<file path="src/rtl/dti_tbu_mux_pkg.sv">
// Shared widths and arbiter state for the DTI TBU request/response mux.
package dti_tbu_mux_pkg;
    localparam int DTI_DATA_W = 80;
    localparam int DTI_KEEP_W = 10;
    localparam int DTI_TID_W  = 6;

    typedef enum logic {ARB = 1'b0, LOCK = 1'b1} arb_state_e;

    function automatic int idx_w(input int n);
        return (n > 1) ? $clog2(n) : 1;
    endfunction
endpackage

</file>
<file path="src/rtl/dti_tbu_mux_if.sv">
// Per-TBU request/response streams plus the merged adapter-side streams.
interface dti_tbu_mux_if import dti_tbu_mux_pkg::*; #(
    parameter int TBU_NUM = 4,
    parameter int DATA_W  = DTI_DATA_W,
    parameter int KEEP_W  = DTI_KEEP_W,
    parameter int TID_W   = DTI_TID_W
);
    logic [TBU_NUM-1:0]             s_req_tvalid;
    logic [TBU_NUM-1:0][DATA_W-1:0] s_req_tdata;
    logic [TBU_NUM-1:0][KEEP_W-1:0] s_req_tkeep;
    logic [TBU_NUM-1:0]             s_req_tlast;
    logic [TBU_NUM-1:0]             s_req_tready;

    logic              m_req_tvalid;
    logic [DATA_W-1:0] m_req_tdata;
    logic [KEEP_W-1:0] m_req_tkeep;
    logic              m_req_tlast;
    logic [TID_W-1:0]  m_req_tid;
    logic              m_req_tready;

    logic              s_rsp_tvalid;
    logic [DATA_W-1:0] s_rsp_tdata;
    logic [KEEP_W-1:0] s_rsp_tkeep;
    logic              s_rsp_tlast;
    logic [TID_W-1:0]  s_rsp_tid;
    logic              s_rsp_tready;

    logic [TBU_NUM-1:0] m_rsp_tvalid;
    logic [DATA_W-1:0]  m_rsp_tdata;
    logic [KEEP_W-1:0]  m_rsp_tkeep;
    logic               m_rsp_tlast;
    logic [TBU_NUM-1:0] m_rsp_tready;

    logic err_bad_tid;

    modport slave (
        input  s_req_tvalid, s_req_tdata, s_req_tkeep, s_req_tlast,
        output s_req_tready,
        output m_req_tvalid, m_req_tdata, m_req_tkeep, m_req_tlast, m_req_tid,
        input  m_req_tready,
        input  s_rsp_tvalid, s_rsp_tdata, s_rsp_tkeep, s_rsp_tlast, s_rsp_tid,
        output s_rsp_tready,
        output m_rsp_tvalid, m_rsp_tdata, m_rsp_tkeep, m_rsp_tlast,
        input  m_rsp_tready,
        output err_bad_tid
    );

    modport master (
        output s_req_tvalid, s_req_tdata, s_req_tkeep, s_req_tlast,
        input  s_req_tready,
        input  m_req_tvalid, m_req_tdata, m_req_tkeep, m_req_tlast, m_req_tid,
        output m_req_tready,
        output s_rsp_tvalid, s_rsp_tdata, s_rsp_tkeep, s_rsp_tlast, s_rsp_tid,
        input  s_rsp_tready,
        input  m_rsp_tvalid, m_rsp_tdata, m_rsp_tkeep, m_rsp_tlast,
        output m_rsp_tready,
        input  err_bad_tid
    );
endinterface

</file>
<file path="src/rtl/dti_rr_arb.sv">
// Packet-atomic round-robin grant: searches from ptr+1 in ARB, holds ptr in LOCK.
module dti_rr_arb import dti_tbu_mux_pkg::*; #(
    parameter int N  = 4,
    parameter int IW = idx_w(N)
) (
    input  logic          clk,
    input  logic          rst_n,
    input  logic [N-1:0]  req,
    input  logic          acc,
    input  logic          acc_last,
    output logic          gnt_vld,
    output logic [IW-1:0] gnt_idx
);
    arb_state_e    state;
    logic [IW-1:0] ptr;

    // In LOCK the grant is ptr itself, since ptr was set to the locked port.
    always_comb begin
        int c;
        c       = 0;
        gnt_vld = 1'b0;
        gnt_idx = '0;
        if (state == LOCK) begin
            gnt_vld = 1'b1;
            gnt_idx = ptr;
        end else begin
            for (int k = 1; k <= N; k++) begin
                c = (int'(ptr) + k) % N;
                if (!gnt_vld && req[IW'(c)]) begin
                    gnt_vld = 1'b1;
                    gnt_idx = IW'(c);
                end
            end
        end
    end

    always_ff @(posedge clk or negedge rst_n) begin
        if (!rst_n) begin
            state <= ARB;
            ptr   <= IW'(N - 1);
        end else if (acc) begin
            ptr   <= gnt_idx;
            state <= acc_last ? ARB : LOCK;
        end
    end
endmodule

</file>
<file path="src/rtl/dti_tbu_mux.sv">
// Merges per-TBU DTI request streams into one tid-tagged stream and routes responses back by tid.
module dti_tbu_mux import dti_tbu_mux_pkg::*; #(
    parameter int TBU_NUM = 4,
    parameter int DATA_W  = DTI_DATA_W,
    parameter int KEEP_W  = DTI_KEEP_W,
    parameter int TID_W   = DTI_TID_W
) (
    input logic         clk,
    input logic         rst_n,
    dti_tbu_mux_if.slave bus
);
    localparam int IW = idx_w(TBU_NUM);

    logic          gnt_vld;
    logic [IW-1:0] gnt_idx;
    logic          can_load;
    logic          req_acc;

    assign can_load = !bus.m_req_tvalid || bus.m_req_tready;
    assign req_acc  = gnt_vld && can_load && bus.s_req_tvalid[gnt_idx];

    dti_rr_arb #(.N(TBU_NUM), .IW(IW)) u_arb (
        .clk      (clk),
        .rst_n    (rst_n),
        .req      (bus.s_req_tvalid),
        .acc      (req_acc),
        .acc_last (bus.s_req_tlast[gnt_idx]),
        .gnt_vld  (gnt_vld),
        .gnt_idx  (gnt_idx)
    );

    always_comb begin
        bus.s_req_tready = '0;
        if (gnt_vld && can_load) bus.s_req_tready[gnt_idx] = 1'b1;
    end

    always_ff @(posedge clk or negedge rst_n) begin
        if (!rst_n) begin
            bus.m_req_tvalid <= 1'b0;
            bus.m_req_tdata  <= '0;
            bus.m_req_tkeep  <= '0;
            bus.m_req_tlast  <= 1'b0;
            bus.m_req_tid    <= '0;
        end else if (req_acc) begin
            bus.m_req_tvalid <= 1'b1;
            bus.m_req_tdata  <= bus.s_req_tdata[gnt_idx];
            bus.m_req_tkeep  <= bus.s_req_tkeep[gnt_idx];
            bus.m_req_tlast  <= bus.s_req_tlast[gnt_idx];
            bus.m_req_tid    <= TID_W'(gnt_idx);
        end else if (bus.m_req_tready) begin
            bus.m_req_tvalid <= 1'b0;
        end
    end

    // Response side: one register shared by all ports, so a stalled port blocks the stream.
    logic          rsp_vld;
    logic [IW-1:0] rsp_tid;
    logic [31:0]   tid_ext;
    logic          tid_ok;
    logic          rsp_acc;

    assign tid_ext          = 32'(bus.s_rsp_tid);
    assign tid_ok           = tid_ext < 32'(TBU_NUM);
    assign bus.s_rsp_tready = !rsp_vld || bus.m_rsp_tready[rsp_tid];
    assign rsp_acc          = bus.s_rsp_tvalid && bus.s_rsp_tready;

    always_comb begin
        bus.m_rsp_tvalid = '0;
        if (rsp_vld) bus.m_rsp_tvalid[rsp_tid] = 1'b1;
    end

    always_ff @(posedge clk or negedge rst_n) begin
        if (!rst_n) begin
            rsp_vld         <= 1'b0;
            rsp_tid         <= '0;
            bus.m_rsp_tdata <= '0;
            bus.m_rsp_tkeep <= '0;
            bus.m_rsp_tlast <= 1'b0;
            bus.err_bad_tid <= 1'b0;
        end else begin
            if (rsp_acc && tid_ok) begin
                rsp_vld         <= 1'b1;
                rsp_tid         <= IW'(bus.s_rsp_tid);
                bus.m_rsp_tdata <= bus.s_rsp_tdata;
                bus.m_rsp_tkeep <= bus.s_rsp_tkeep;
                bus.m_rsp_tlast <= bus.s_rsp_tlast;
            end else if (rsp_vld && bus.m_rsp_tready[rsp_tid]) begin
                rsp_vld <= 1'b0;
            end
            // Out-of-range tids are consumed and dropped; the flag stays up until reset.
            if (rsp_acc && !tid_ok) bus.err_bad_tid <= 1'b1;
        end
    end
endmodule

</file>
<file path="src/flat_wrapper.sv">
// flat-port wrapper written by rule: the top's interface ports become plain ports
module dti_tbu_mux_flat import dti_tbu_mux_pkg::*;
#(
    parameter int TBU_NUM = 4,
    parameter int DATA_W  = DTI_DATA_W,
    parameter int KEEP_W  = DTI_KEEP_W,
    parameter int TID_W   = DTI_TID_W
)
  (clk, rst_n, bus_s_req_tvalid, bus_s_req_tdata, bus_s_req_tkeep, bus_s_req_tlast, bus_s_req_tready, bus_m_req_tvalid, bus_m_req_tdata, bus_m_req_tkeep, bus_m_req_tlast, bus_m_req_tid, bus_m_req_tready, bus_s_rsp_tvalid, bus_s_rsp_tdata, bus_s_rsp_tkeep, bus_s_rsp_tlast, bus_s_rsp_tid, bus_s_rsp_tready, bus_m_rsp_tvalid, bus_m_rsp_tdata, bus_m_rsp_tkeep, bus_m_rsp_tlast, bus_m_rsp_tready, bus_err_bad_tid);
  dti_tbu_mux_if #(.TBU_NUM(TBU_NUM), .DATA_W(DATA_W), .KEEP_W(KEEP_W), .TID_W(TID_W)) bus_i ();
  input logic clk;
  input logic rst_n;
  input wire logic [$bits(bus_i.s_req_tvalid)-1:0] bus_s_req_tvalid;
  input wire logic [$bits(bus_i.s_req_tdata)-1:0] bus_s_req_tdata;
  input wire logic [$bits(bus_i.s_req_tkeep)-1:0] bus_s_req_tkeep;
  input wire logic [$bits(bus_i.s_req_tlast)-1:0] bus_s_req_tlast;
  output wire logic [$bits(bus_i.s_req_tready)-1:0] bus_s_req_tready;
  output wire logic [$bits(bus_i.m_req_tvalid)-1:0] bus_m_req_tvalid;
  output wire logic [$bits(bus_i.m_req_tdata)-1:0] bus_m_req_tdata;
  output wire logic [$bits(bus_i.m_req_tkeep)-1:0] bus_m_req_tkeep;
  output wire logic [$bits(bus_i.m_req_tlast)-1:0] bus_m_req_tlast;
  output wire logic [$bits(bus_i.m_req_tid)-1:0] bus_m_req_tid;
  input wire logic [$bits(bus_i.m_req_tready)-1:0] bus_m_req_tready;
  input wire logic [$bits(bus_i.s_rsp_tvalid)-1:0] bus_s_rsp_tvalid;
  input wire logic [$bits(bus_i.s_rsp_tdata)-1:0] bus_s_rsp_tdata;
  input wire logic [$bits(bus_i.s_rsp_tkeep)-1:0] bus_s_rsp_tkeep;
  input wire logic [$bits(bus_i.s_rsp_tlast)-1:0] bus_s_rsp_tlast;
  input wire logic [$bits(bus_i.s_rsp_tid)-1:0] bus_s_rsp_tid;
  output wire logic [$bits(bus_i.s_rsp_tready)-1:0] bus_s_rsp_tready;
  output wire logic [$bits(bus_i.m_rsp_tvalid)-1:0] bus_m_rsp_tvalid;
  output wire logic [$bits(bus_i.m_rsp_tdata)-1:0] bus_m_rsp_tdata;
  output wire logic [$bits(bus_i.m_rsp_tkeep)-1:0] bus_m_rsp_tkeep;
  output wire logic [$bits(bus_i.m_rsp_tlast)-1:0] bus_m_rsp_tlast;
  input wire logic [$bits(bus_i.m_rsp_tready)-1:0] bus_m_rsp_tready;
  output wire logic [$bits(bus_i.err_bad_tid)-1:0] bus_err_bad_tid;
  assign bus_i.s_req_tvalid = bus_s_req_tvalid;
  assign bus_i.s_req_tdata = bus_s_req_tdata;
  assign bus_i.s_req_tkeep = bus_s_req_tkeep;
  assign bus_i.s_req_tlast = bus_s_req_tlast;
  assign bus_s_req_tready = bus_i.s_req_tready;
  assign bus_m_req_tvalid = bus_i.m_req_tvalid;
  assign bus_m_req_tdata = bus_i.m_req_tdata;
  assign bus_m_req_tkeep = bus_i.m_req_tkeep;
  assign bus_m_req_tlast = bus_i.m_req_tlast;
  assign bus_m_req_tid = bus_i.m_req_tid;
  assign bus_i.m_req_tready = bus_m_req_tready;
  assign bus_i.s_rsp_tvalid = bus_s_rsp_tvalid;
  assign bus_i.s_rsp_tdata = bus_s_rsp_tdata;
  assign bus_i.s_rsp_tkeep = bus_s_rsp_tkeep;
  assign bus_i.s_rsp_tlast = bus_s_rsp_tlast;
  assign bus_i.s_rsp_tid = bus_s_rsp_tid;
  assign bus_s_rsp_tready = bus_i.s_rsp_tready;
  assign bus_m_rsp_tvalid = bus_i.m_rsp_tvalid;
  assign bus_m_rsp_tdata = bus_i.m_rsp_tdata;
  assign bus_m_rsp_tkeep = bus_i.m_rsp_tkeep;
  assign bus_m_rsp_tlast = bus_i.m_rsp_tlast;
  assign bus_i.m_rsp_tready = bus_m_rsp_tready;
  assign bus_err_bad_tid = bus_i.err_bad_tid;
  dti_tbu_mux #(.TBU_NUM(TBU_NUM), .DATA_W(DATA_W), .KEEP_W(KEEP_W), .TID_W(TID_W)) u_core (.clk(clk), .rst_n(rst_n), .bus(bus_i));
endmodule
</file>
<file path="config.mk">
export PLATFORM = sky130hd
export DESIGN_NAME = dti_tbu_mux_flat
export DESIGN_NICKNAME = d
export VERILOG_FILES = /design/src/rtl/dti_tbu_mux_pkg.sv /design/src/rtl/dti_tbu_mux_if.sv /design/src/rtl/dti_rr_arb.sv /design/src/rtl/dti_tbu_mux.sv /design/src/flat_wrapper.sv
export SDC_FILE = /design/constraint.sdc
export NUM_CORES = 1
export LEC_CHECK = 0
export BUFFER_PORTS_ARGS = -buffer_cell sky130_fd_sc_hd__buf_2
export CORE_AREA = 2 2 263 265
export DETAILED_ROUTE_END_ITERATION = 8
export DIE_AREA = 0 0 265 267
export PLACE_DENSITY_LB_ADDON = 0.3
export SYNTH_ARGS = -nofsm -noshare
export SYNTH_HDL_FRONTEND = slang
export SYNTH_SLANG_ARGS = --single-unit
</file>
<file path="constraint.sdc">
create_clock -name clk -period 3.45 [get_ports clk]
set_input_delay 0.8625 -clock clk [delete_from_list [all_inputs] [get_ports clk]]
set_output_delay 0.8625 -clock clk [all_outputs]
set_load 0.01 [all_outputs]
</file>
==> flow_summary.yaml, run 1 <==
status:
  outcome: "completed"
drt:
  firstDrtPassIters: 4
  wl_per_cell_um: 15.6
  ant_nets: 0
  drc_errors: 0
  wl_um: 36300
  via_per_inst: 3.74
  vias: 8719
  drtIter0Drc: 209
place:
  dp_slack_ns: 0.281
  port_buffers: 667
  gp_routability_congestion: 0.805
  place_area_mm2: 0.0151
  dp_cells: 2298
  hpwl_um: 29300
die:
  fp.dieH_um: 267
  rows: 96
  io_pins: 672
  dieArea_mm2: 0.0708
  die_w_um: 265
  coreArea_mm2: 0.0680
  initial_core_util_pct: 15.5
cells_and_area:
  drive_gt1_share_pct: 64.5
  most-common-layout-cells: "666 x buf_2, 272 x mux2i_1, 190 x dfrtp_1"
  ff_latch_area_mm2: 0.00481
  fin_util_pct: 23.2
  antenna_cells: 0
  nets: 1908
  area_growth_syn_to_layout_pct: 49.1
  layout_commonest_cell: "buf_2"
  n_fill_cell: 7395
  layoutNonFillerInstCount: 2330
  multiInputGateArea_mm2: 0.00541
  postLayoutCellArea_mm2: 0.0158
run:
  max_cap_viol_count: 0
clocking:
  holdBufCountCts: 0
  root_buffer: "clkbuf_16"
  cts_buffers: 17
  htreeDepth: 4
  clock_sinks: 192
  clockBufferDepth: 2
  cts_resized: 0
  post_cts_buffers: 0
  clkTransAtPathRegs_ns: 0.08
  cts_tree: "built"
  clk_latency_ns: 0.48
critical_path:
  start_kind: "input pin"
  crit_family: "simple AND/OR/NAND/NOR gates"
  crit_chain: "buf_2 > and2b_1 > a221oi_2 > nor3_1 > buf_4 > nor3b_1 > buf_2"
  cp-startpoint: "bus_s_req_tvalid[0]"
  end_kind: "output port"
  cp_data_arrival_time_ns: 2.29
  rr_endpoint: "u_core.bus.m_req_tdata[76]"
  path_max_fanout: 7
  worstReg2RegStart: "u_core.u_arb.ptr[1]"
  crit_top_cell: "buf_2"
  worst-path-stages: 7
  cp_num_buf_inv: 3
  rr_worst_depth: 8
  cp.required_ns: 2.59
  reg2reg_slack_ns: 0.76
  slowest_stage: "a221oi_2"
  worstSetupPathType: "in2out"
  max_stage_delay_ns: 0.33
  endpoint: "bus_s_req_tready[2]"
global_route:
  grt_pass1_wl_um: 53000
  antenna_found_initial: 0
  grt_max_degree: 71
  grt_usage_pct: 9.81
  grt.overflow.total: 0
  grt_pass1_vias: 9357
yosys:
  syn_inst: 765
  synth.distinct_cells: 37
  synth-edff-count: 0
  yosysSeqAreaShare_pct: 45.5
  avgSynthCellArea_um2: 13.8
  synth_seq_cells: 192
  syn_area_mm2: 0.0106
  synth_top_flop_cell: "dfrtp_1"
  synthArstFlopShare_pct: 100
  yosysWarningCount: 0
pwr:
  clockPowerShare_pct: 14.8
  p_per_area_mw_per_mm2: 898
  p_comb_share_pct: 59.4
  p_total_mw: 14.1
  p_leak_nw: 8.39
  swShare_pct: 38.7
  p_sw_mw: 5.48
  internal_power_mw: 8.66
  vdd_drop_max_mv: 0.610
  p_seq_share_pct: 25.9
sta:
  worstMarginPinSlew_ns: 0.706
  skew_ns: 0.0178
  rsz0062_at_grt: "false"
  setup_viol: 0
  fin_crit_sh_pct: 91.4
  fmax_mhz: 317
  hold_viol: 0
  worst_slack_ns: 0.296
  relSlewSlack_pct: 52.9
  tns_ns: 0
  fin_hold_ws_ns: 0.374
  slew_violations: 0
  period_needed_ns: 3.15
min_path:
  worst_hold_path_type: "in2async"
==> power groups by stage <==
stage,Combinational (mW),Sequential (mW),Clock (mW)
2_1_floorplan,5.67,4.02,0
5_1_grt,9.02,3.78,2.30
4_1_cts,8.55,3.68,2.21
6_report,8.40,3.66,2.09
3_3_place_gp,8.43,3.69,0
3_5_place_dp,8.54,3.70,0
==> flip-flops by register name, summed over array words and instances, names as in the netlist <==
signal,cells
u_core.bus.m_rsp_tdata,80
u_core.rsp_vld,1
u_core.rsp_tid,2
u_core.bus.m_req_tvalid,1
u_core.u_arb.state,1
u_core.u_arb.ptr,2
u_core.bus.m_req_tid,2
u_core.bus.m_rsp_tkeep,10
u_core.bus.err_bad_tid,1
u_core.bus.m_req_tlast,1
u_core.bus.m_req_tkeep,10
u_core.bus.m_rsp_tlast,1
u_core.bus.m_req_tdata,80
==> cells in the mapped netlist (all sizes together), types with 3 or more instances <==
library cell,instances,area (µm²)
mux2i,272,2720
dfrtp,190,4750
mux2,187,2290
buf,51,354
nand2,9,33.8
clkbuf,7,26.3
nand2b,6,37.5
nand3,5,25.0
nor2,4,15.0
inv,3,11.3
nor3,3,15.0
==> worst register-to-register path, stage by stage (launching register included) <==
cell	delay, ns
dfstp_2	0.57
nand2_1	0.09
a211oi_1	0.38
or3_4	0.25
buf_12	0.27
buf_12	0.39
mux2i_1	0.23
mux2i_1	0.11
mux2_4	0.28
==> area by class of cell <==
| type | instances | area share (%) |
|---|---|---|
| multi-input combinational | 515 | 34.3 |
| inverter | 3 | 0.0715 |
| tap | 882 | 7.00 |
| timing repair buffer | 706 | 24.2 |
| clock buffer | 17 | 2.70 |
| clock inverter | 15 | 1.18 |
| sequential | 192 | 30.5 |
==> cells by family (layout without fill, tap and decap cells) <==
family / after synthesis / after routing / share of synthesized area (%)
mux: 460 / 460 / 47.7
flops: 192 / 192 / 45.5
buf+inv: 61 / 741 / 3.71
other cells: 1 / 4 / 0.0355
compound gates: 15 / 15 / 1.34
simple gates: 36 / 36 / 1.76
==> per-layer routing <==
layer | vias up | share of wire, % | GRT usage, %
li1 | 4132 | - | -
met1 | 4131 | 38 | 10.5
met2 | 424 | 51 | 17.5
met3 | 32 | 9.2 | 3.82
met4 | 0 | 1.7 | 3.36
met5 | - | 0 | 0
==> how the worst min path moves through the flow <==
| stage | to | slack [ns] | cells past startpoint |
|---|---|---|---|
| after global routing | u_core.bus.m_req_tdata[42] | 0.37 | 1 |
| after detailed placement | u_core.bus.err_bad_tid | 0.46 | 1 |
| after global placement | u_core.bus.err_bad_tid | 0.46 | 1 |
| final | u_core.bus.m_req_tdata[38] | 0.37 | 1 |
| after CTS | u_core.bus.m_req_tdata[42] | 0.34 | 1 |
| after floorplan | u_core.bus.err_bad_tid | 0.51 | 1 |
No activity file was read; power rests on OpenSTA's default activity.
==> inputs of run 2 (changes only) <==
--- a/config.mk
+++ b/config.mk
@@ -9,6 +9,7 @@
 export CORE_AREA = 2 2 263 265
 export DETAILED_ROUTE_END_ITERATION = 8
 export DIE_AREA = 0 0 265 267
+export MAX_ROUTING_LAYER = met4
 export PLACE_DENSITY_LB_ADDON = 0.3
 export SYNTH_ARGS = -nofsm -noshare
 export SYNTH_HDL_FRONTEND = slang
==> flow_summary.yaml, run 2 (synthesis gave the netlist of run 1 again) <==
critical_path:
  slowest_stage: "a221oi_2"
  crit_chain: "buf_2 > and2b_1 > a221oi_2 > nor3_1 > buf_4 > nor3b_1 > buf_2"
  cp.required_ns: 2.59
  worstSetupPathType: "in2out"
  worstReg2RegStart: "u_core.u_arb.ptr[1]"
  path_max_fanout: 7
  start_kind: "input pin"
  cp-startpoint: "bus_s_req_tvalid[0]"
  endpoint: "bus_s_req_tready[2]"
  crit_top_cell: "buf_2"
  rr_worst_depth: 8
  crit_family: "simple AND/OR/NAND/NOR gates"
  cp_data_arrival_time_ns: 2.30
  end_kind: "output port"
  worst-path-stages: 7
  reg2reg_slack_ns: 0.76
  cp_num_buf_inv: 3
  max_stage_delay_ns: 0.33
  rr_endpoint: "u_core.bus.m_req_tdata[76]"
pwr:
  p_leak_nw: 8.39
  swShare_pct: 38.7
  p_comb_share_pct: 59.3
  p_seq_share_pct: 25.9
  p_total_mw: 14.1
  p_per_area_mw_per_mm2: 897
  p_sw_mw: 5.47
  vdd_drop_max_mv: 0.608
  internal_power_mw: 8.66
  clockPowerShare_pct: 14.8
cells_and_area:
  area_growth_syn_to_layout_pct: 49.1
  multiInputGateArea_mm2: 0.00541
  ff_latch_area_mm2: 0.00481
  most-common-layout-cells: "666 x buf_2, 272 x mux2i_1, 190 x dfrtp_1"
  layout_commonest_cell: "buf_2"
  layoutNonFillerInstCount: 2330
  drive_gt1_share_pct: 64.5
  postLayoutCellArea_mm2: 0.0158
  n_fill_cell: 7395
  nets: 1908
  antenna_cells: 0
  top_regs: "u_core.bus.m_req_tdata (80), u_core.bus.m_rsp_tdata (80)"
die:
  fp.dieH_um: 267
  dieArea_mm2: 0.0708
  rows: 96
  coreArea_mm2: 0.0680
  io_pins: 672
  die_w_um: 265
  initial_core_util_pct: 15.5
drt:
  drc_errors: 0
  ant_nets: 0
  vias: 8743
  firstDrtPassIters: 4
  wl_per_cell_um: 15.5
  drtIter0Drc: 238
  wl_um: 36200
  via_per_inst: 3.75
place:
  hpwl_um: 29300
  port_buffers: 667
  gp_routability_congestion: 0.817
  dp_cells: 2298
  dp_slack_ns: 0.281
  place_area_mm2: 0.0151
clocking:
  htreeDepth: 4
  post_cts_buffers: 0
  clock_sinks: 192
  clk_latency_ns: 0.48
  cts_resized: 0
  cts_tree: "built"
  holdBufCountCts: 0
  root_buffer: "clkbuf_16"
  clkTransAtPathRegs_ns: 0.08
  cts_buffers: 17
  clockBufferDepth: 2
status:
  outcome: "completed"
sta:
  worstMarginPinSlew_ns: 0.703
  period_needed_ns: 3.16
  skew_ns: 0.0197
  slew_violations: 0
  setup_viol: 0
  worst_slack_ns: 0.292
  fmax_mhz: 317
  rsz0062_at_grt: "false"
  tns_ns: 0
  fin_crit_sh_pct: 91.5
  hold_viol: 0
  relSlewSlack_pct: 53.2
global_route:
  grt_pass1_wl_um: 52900
  grt_pass1_vias: 9400
  grt_usage_pct: 10.1
  grt.overflow.total: 0
  grt_max_degree: 71
  antenna_found_initial: 0
run:
  max_cap_viol_count: 0
min_path:
  worst_hold_path_type: "in2async"
==> run 2: worst min-delay path by stage <==
stage                     slack (ns)                    from                    endpoint
after floorplan                 0.51  u_core.bus.err_bad_tid      u_core.bus.err_bad_tid
after global placement          0.46  u_core.bus.err_bad_tid      u_core.bus.err_bad_tid
after detailed placement        0.46  u_core.bus.err_bad_tid      u_core.bus.err_bad_tid
after CTS                       0.34                   rst_n  u_core.bus.m_req_tdata[42]
after global routing            0.37                   rst_n  u_core.bus.m_req_tdata[42]
final                           0.37                   rst_n  u_core.bus.m_req_tdata[38]
==> run 2: routing by layer <==
metal  track usage, %  part of all wire, %
met5                -                    0
met4             3.36                  1.7
met3             3.69                  9.1
met2             17.5                   51
met1             10.6                   38
==> run 2: power groups by stage <==
stage                     sequential (mW)  combinational, mW  clock, mW
final                                3.66               8.38       2.09
after global routing                 3.78               9.03       2.29
after CTS                            3.68               8.55       2.21
after detailed placement             3.70               8.54          0
after global placement               3.69               8.43          0
after floorplan                      4.02               5.67          0
==> run 2: final cells by class <==
cell class                 count  area share [%]
clock buffer                  17            2.70
clock inverter                15            1.18
inverter                       3          0.0715
multi-input combinational    515            34.3
sequential                   192            30.5
tap                          882            7.00
timing repair buffer         706            24.2
==> run 2: worst reg2reg max path: stages, from the launching register on <==
cell and delay [ns]:
dfstp_2 0.57, nand2_1 0.09, a211oi_1 0.38, or3_4 0.25
buf_12 0.28, buf_12 0.38, mux2i_1 0.23, mux2i_1 0.11
mux2_4 0.28
==> run 2: through the flow <==
step,util (%),hold slack (ns)
2_1_floorplan,-,0.513
3_3_place_gp,22.3,0.461
3_5_place_dp,22.3,0.465
4_1_cts,23.2,0.344
5_1_grt,23.2,0.371
6_report,23.2,0.370
==> inputs of run 3 (changes only) <==
--- a/config.mk
+++ b/config.mk
@@ -6,11 +6,12 @@
 export NUM_CORES = 1
 export LEC_CHECK = 0
 export BUFFER_PORTS_ARGS = -buffer_cell sky130_fd_sc_hd__buf_2
-export CORE_AREA = 2 2 263 265
+export CORE_AREA = 2 2 265 267
 export DETAILED_ROUTE_END_ITERATION = 8
-export DIE_AREA = 0 0 265 267
+export DIE_AREA = 0 0 267 269
 export MAX_ROUTING_LAYER = met4
 export PLACE_DENSITY_LB_ADDON = 0.3
 export SYNTH_ARGS = -nofsm -noshare
 export SYNTH_HDL_FRONTEND = slang
+export SYNTH_HIERARCHICAL = 1
 export SYNTH_SLANG_ARGS = --single-unit
==> flow_summary.yaml, run 3 <==
yosys:
  avgSynthCellArea_um2: 17.2
  ys_top_cells_by_area: "dfrtp_1 47%, mux4_2 20%, mux2_4 12%"
  synth.distinct_cells: 44
  yosysSeqAreaShare_pct: 47.4
  synth_compound_gate_area_share_pct: 1.71
  yosysWarningCount: 6
  synth_top_family_by_area: "multiplexers"
  synth.cells.most_frequent: "190 x dfrtp_1, 105 x mux2_2, 92 x mux4_2, 81 x mux2_4"
  synthArstFlopShare_pct: 100
  synth_xor_area_share_pct: 0.0864
  netlist.area_leader.share_pct: 46.9
  synth_most_common_cell: "dfrtp_1"
  synth_simple_gate_area_share_pct: 2.21
  syn_inst: 591
  synth_area_leader_cell: "dfrtp_1"
  synth_top_flop_cell: "dfrtp_1"
  synth-edff-count: 0
  syn_area_mm2: 0.0101
  muxShareOfSynthArea_pct: 44.4
  synth_seq_cells: 192
  synthAdderAreaFrac_pct: 0
global_route:
  grt_pass1_wl_um: 51500
  busiest_layer: "met2"
  grt_max_degree: 83
  grtUsageMet1_pct: 10.2
  met2_usage_pct: 17.1
  grt.overflow.total: 0
  grt_pass1_vias: 8790
  antenna_found_initial: 7
  use_met3_pct: 3.19
  grt_usage_pct: 9.99
die:
  io_pins: 672
  fp.dieH_um: 269
  dieArea_mm2: 0.0718
  initial_core_util_pct: 14.6
  coreArea_mm2: 0.0693
  die_w_um: 267
  rows: 97
clocking:
  clockBufferDepth: 2
  root_buffer: "clkbuf_16"
  cts_buffers: 17
  cts_tree: "built"
  htreeDepth: 4
  clkTransAtPathRegs_ns: 0.08
  cts_resized: 0
  clock_sinks: 192
  post_cts_buffers: 0
  clk_latency_ns: 0.47
  holdBufCountCts: 0
critical_path:
  rr_worst_depth: 9
  max_stage_delay_ns: 0.60
  cp.required_ns: 2.59
  crit_chain: "buf_4 > inv_1 > a2111oi_1 > a31o_1 > a211o_4 > nand2_1 > nor2_1 > buf_2"
  worst-path-stages: 8
  cp_data_arrival_time_ns: 2.39
  slowest_stage: "dfstp_2"
  start_kind: "register"
  crit_family: "compound AO/OA/AOI/OAI gates"
  path_max_fanout: 10
  cp-startpoint: "u_core/u_arb/ptr[0]"
  worstReg2RegStart: "u_core/u_arb/ptr[0]"
  end_kind: "output port"
  cp_num_buf_inv: 3
  worstSetupPathType: "reg2out"
drt:
  firstDrtPassIters: 4
  ant_nets: 0
  drc_errors: 0
  vias: 8128
  wl_um: 36200
  wl_per_cell_um: 16.2
  drtIter0Drc: 260
  via_per_inst: 3.63
cells_and_area:
  area_growth_syn_to_layout_pct: 52.3
  top_regs: "u_core/bus.m_req_tdata (80), u_core/bus.m_rsp_tdata (80)"
  nets: 1753
  drive_gt1_share_pct: 80.0
  fin_util_pct: 22.3
  most-common-layout-cells: "666 x buf_2, 190 x dfrtp_1, 105 x mux2_2"
  layout_commonest_cell: "buf_2"
sta:
  hold_viol: 0
  skew_ns: 0.0128
  tns_ns: 0
  worstMarginPinSlew_ns: 0.767
  rsz0062_at_grt: "false"
  relSlewSlack_pct: 48.9
  fin_hold_ws_ns: 0.442
  setup_viol: 0
  fmax_mhz: 308
  period_needed_ns: 3.25
  slew_violations: 0
  worst_slack_ns: 0.202
  fin_crit_sh_pct: 94.2
status:
  outcome: "completed"
pwr:
  vdd_drop_max_mv: 1.21
  p_comb_share_pct: 55.8
  clockPowerShare_pct: 15.8
  p_seq_share_pct: 28.4
  p_per_area_mw_per_mm2: 835
  p_sw_mw: 4.65
  swShare_pct: 36.0
  internal_power_mw: 8.25
  p_leak_nw: 7.33
place:
  hpwl_um: 29400
  gp_routability_congestion: 0.881
  dp_slack_ns: 0.106
  port_buffers: 667
run:
  max_cap_viol_count: 0
min_path:
  worst_hold_path_type: "in2async"
[run 3: through the flow]
step | instances | power (mW) | instance area [µm²]
after floorplan | 594 | 8.34 | 10200
after global placement | 2199 | 10.9 | 14800
after detailed placement | 2199 | 11.0 | 14800
after CTS | 2231 | 13.2 | 15400
after global routing | 2238 | 13.8 | 15500
final | 2238 | 12.9 | 15500
[run 3: worst paths after layout]
kind	end	slack, ns
max reg2reg	u_core/bus.m_req_tlast	0.53
max	bus_s_req_tready[1]	0.20
min in group clk	u_core/bus.err_bad_tid	0.48
max in group asynchronous	u_core/u_arb/ptr[1]	2.26
min	u_core/bus.m_rsp_tdata[22]	0.44
min reg2reg	u_core/bus.err_bad_tid	0.48
[run 3: power groups by stage]
stage | Combinational, mW | Sequential (mW) | Clock, mW
finish | 7.19 | 3.66 | 2.04
floorplan | 4.31 | 4.02 | 0
detailed placement | 7.32 | 3.72 | 0
CTS | 7.33 | 3.69 | 2.17
global route | 7.75 | 3.79 | 2.25
global placement | 7.20 | 3.71 | 0
[run 3: layout make-up]
class | instances | area, µm²
Antenna cell | 5 | 12.5
Fill cell | 7470 | 53800
Sequential cell | 192 | 4810
Inverter | 5 | 18.8
Clock inverter | 14 | 169
Multi-Input combinational cell | 349 | 4960
Timing Repair Buffer | 715 | 3870
Clock buffer | 18 | 439
Tap cell | 940 | 1180
[run 3: cell families (layout without fill, tap and decap cells)]
logic type	after synthesis	count (layout)
buf+inv	53	752
xor+xnor	1	1
flops	192	192
mux	281	281
simple gates	42	42
compound gates	21	21
other cells	1	9
[run 3: routing by layer]
metal	part of all wire, %	vias up	wire length [µm]
met2	52	415	18700
li1	-	3655	-
met1	37	4013	13300
met3	7.9	45	2860
met5	0	-	0
met4	3.8	0	1360
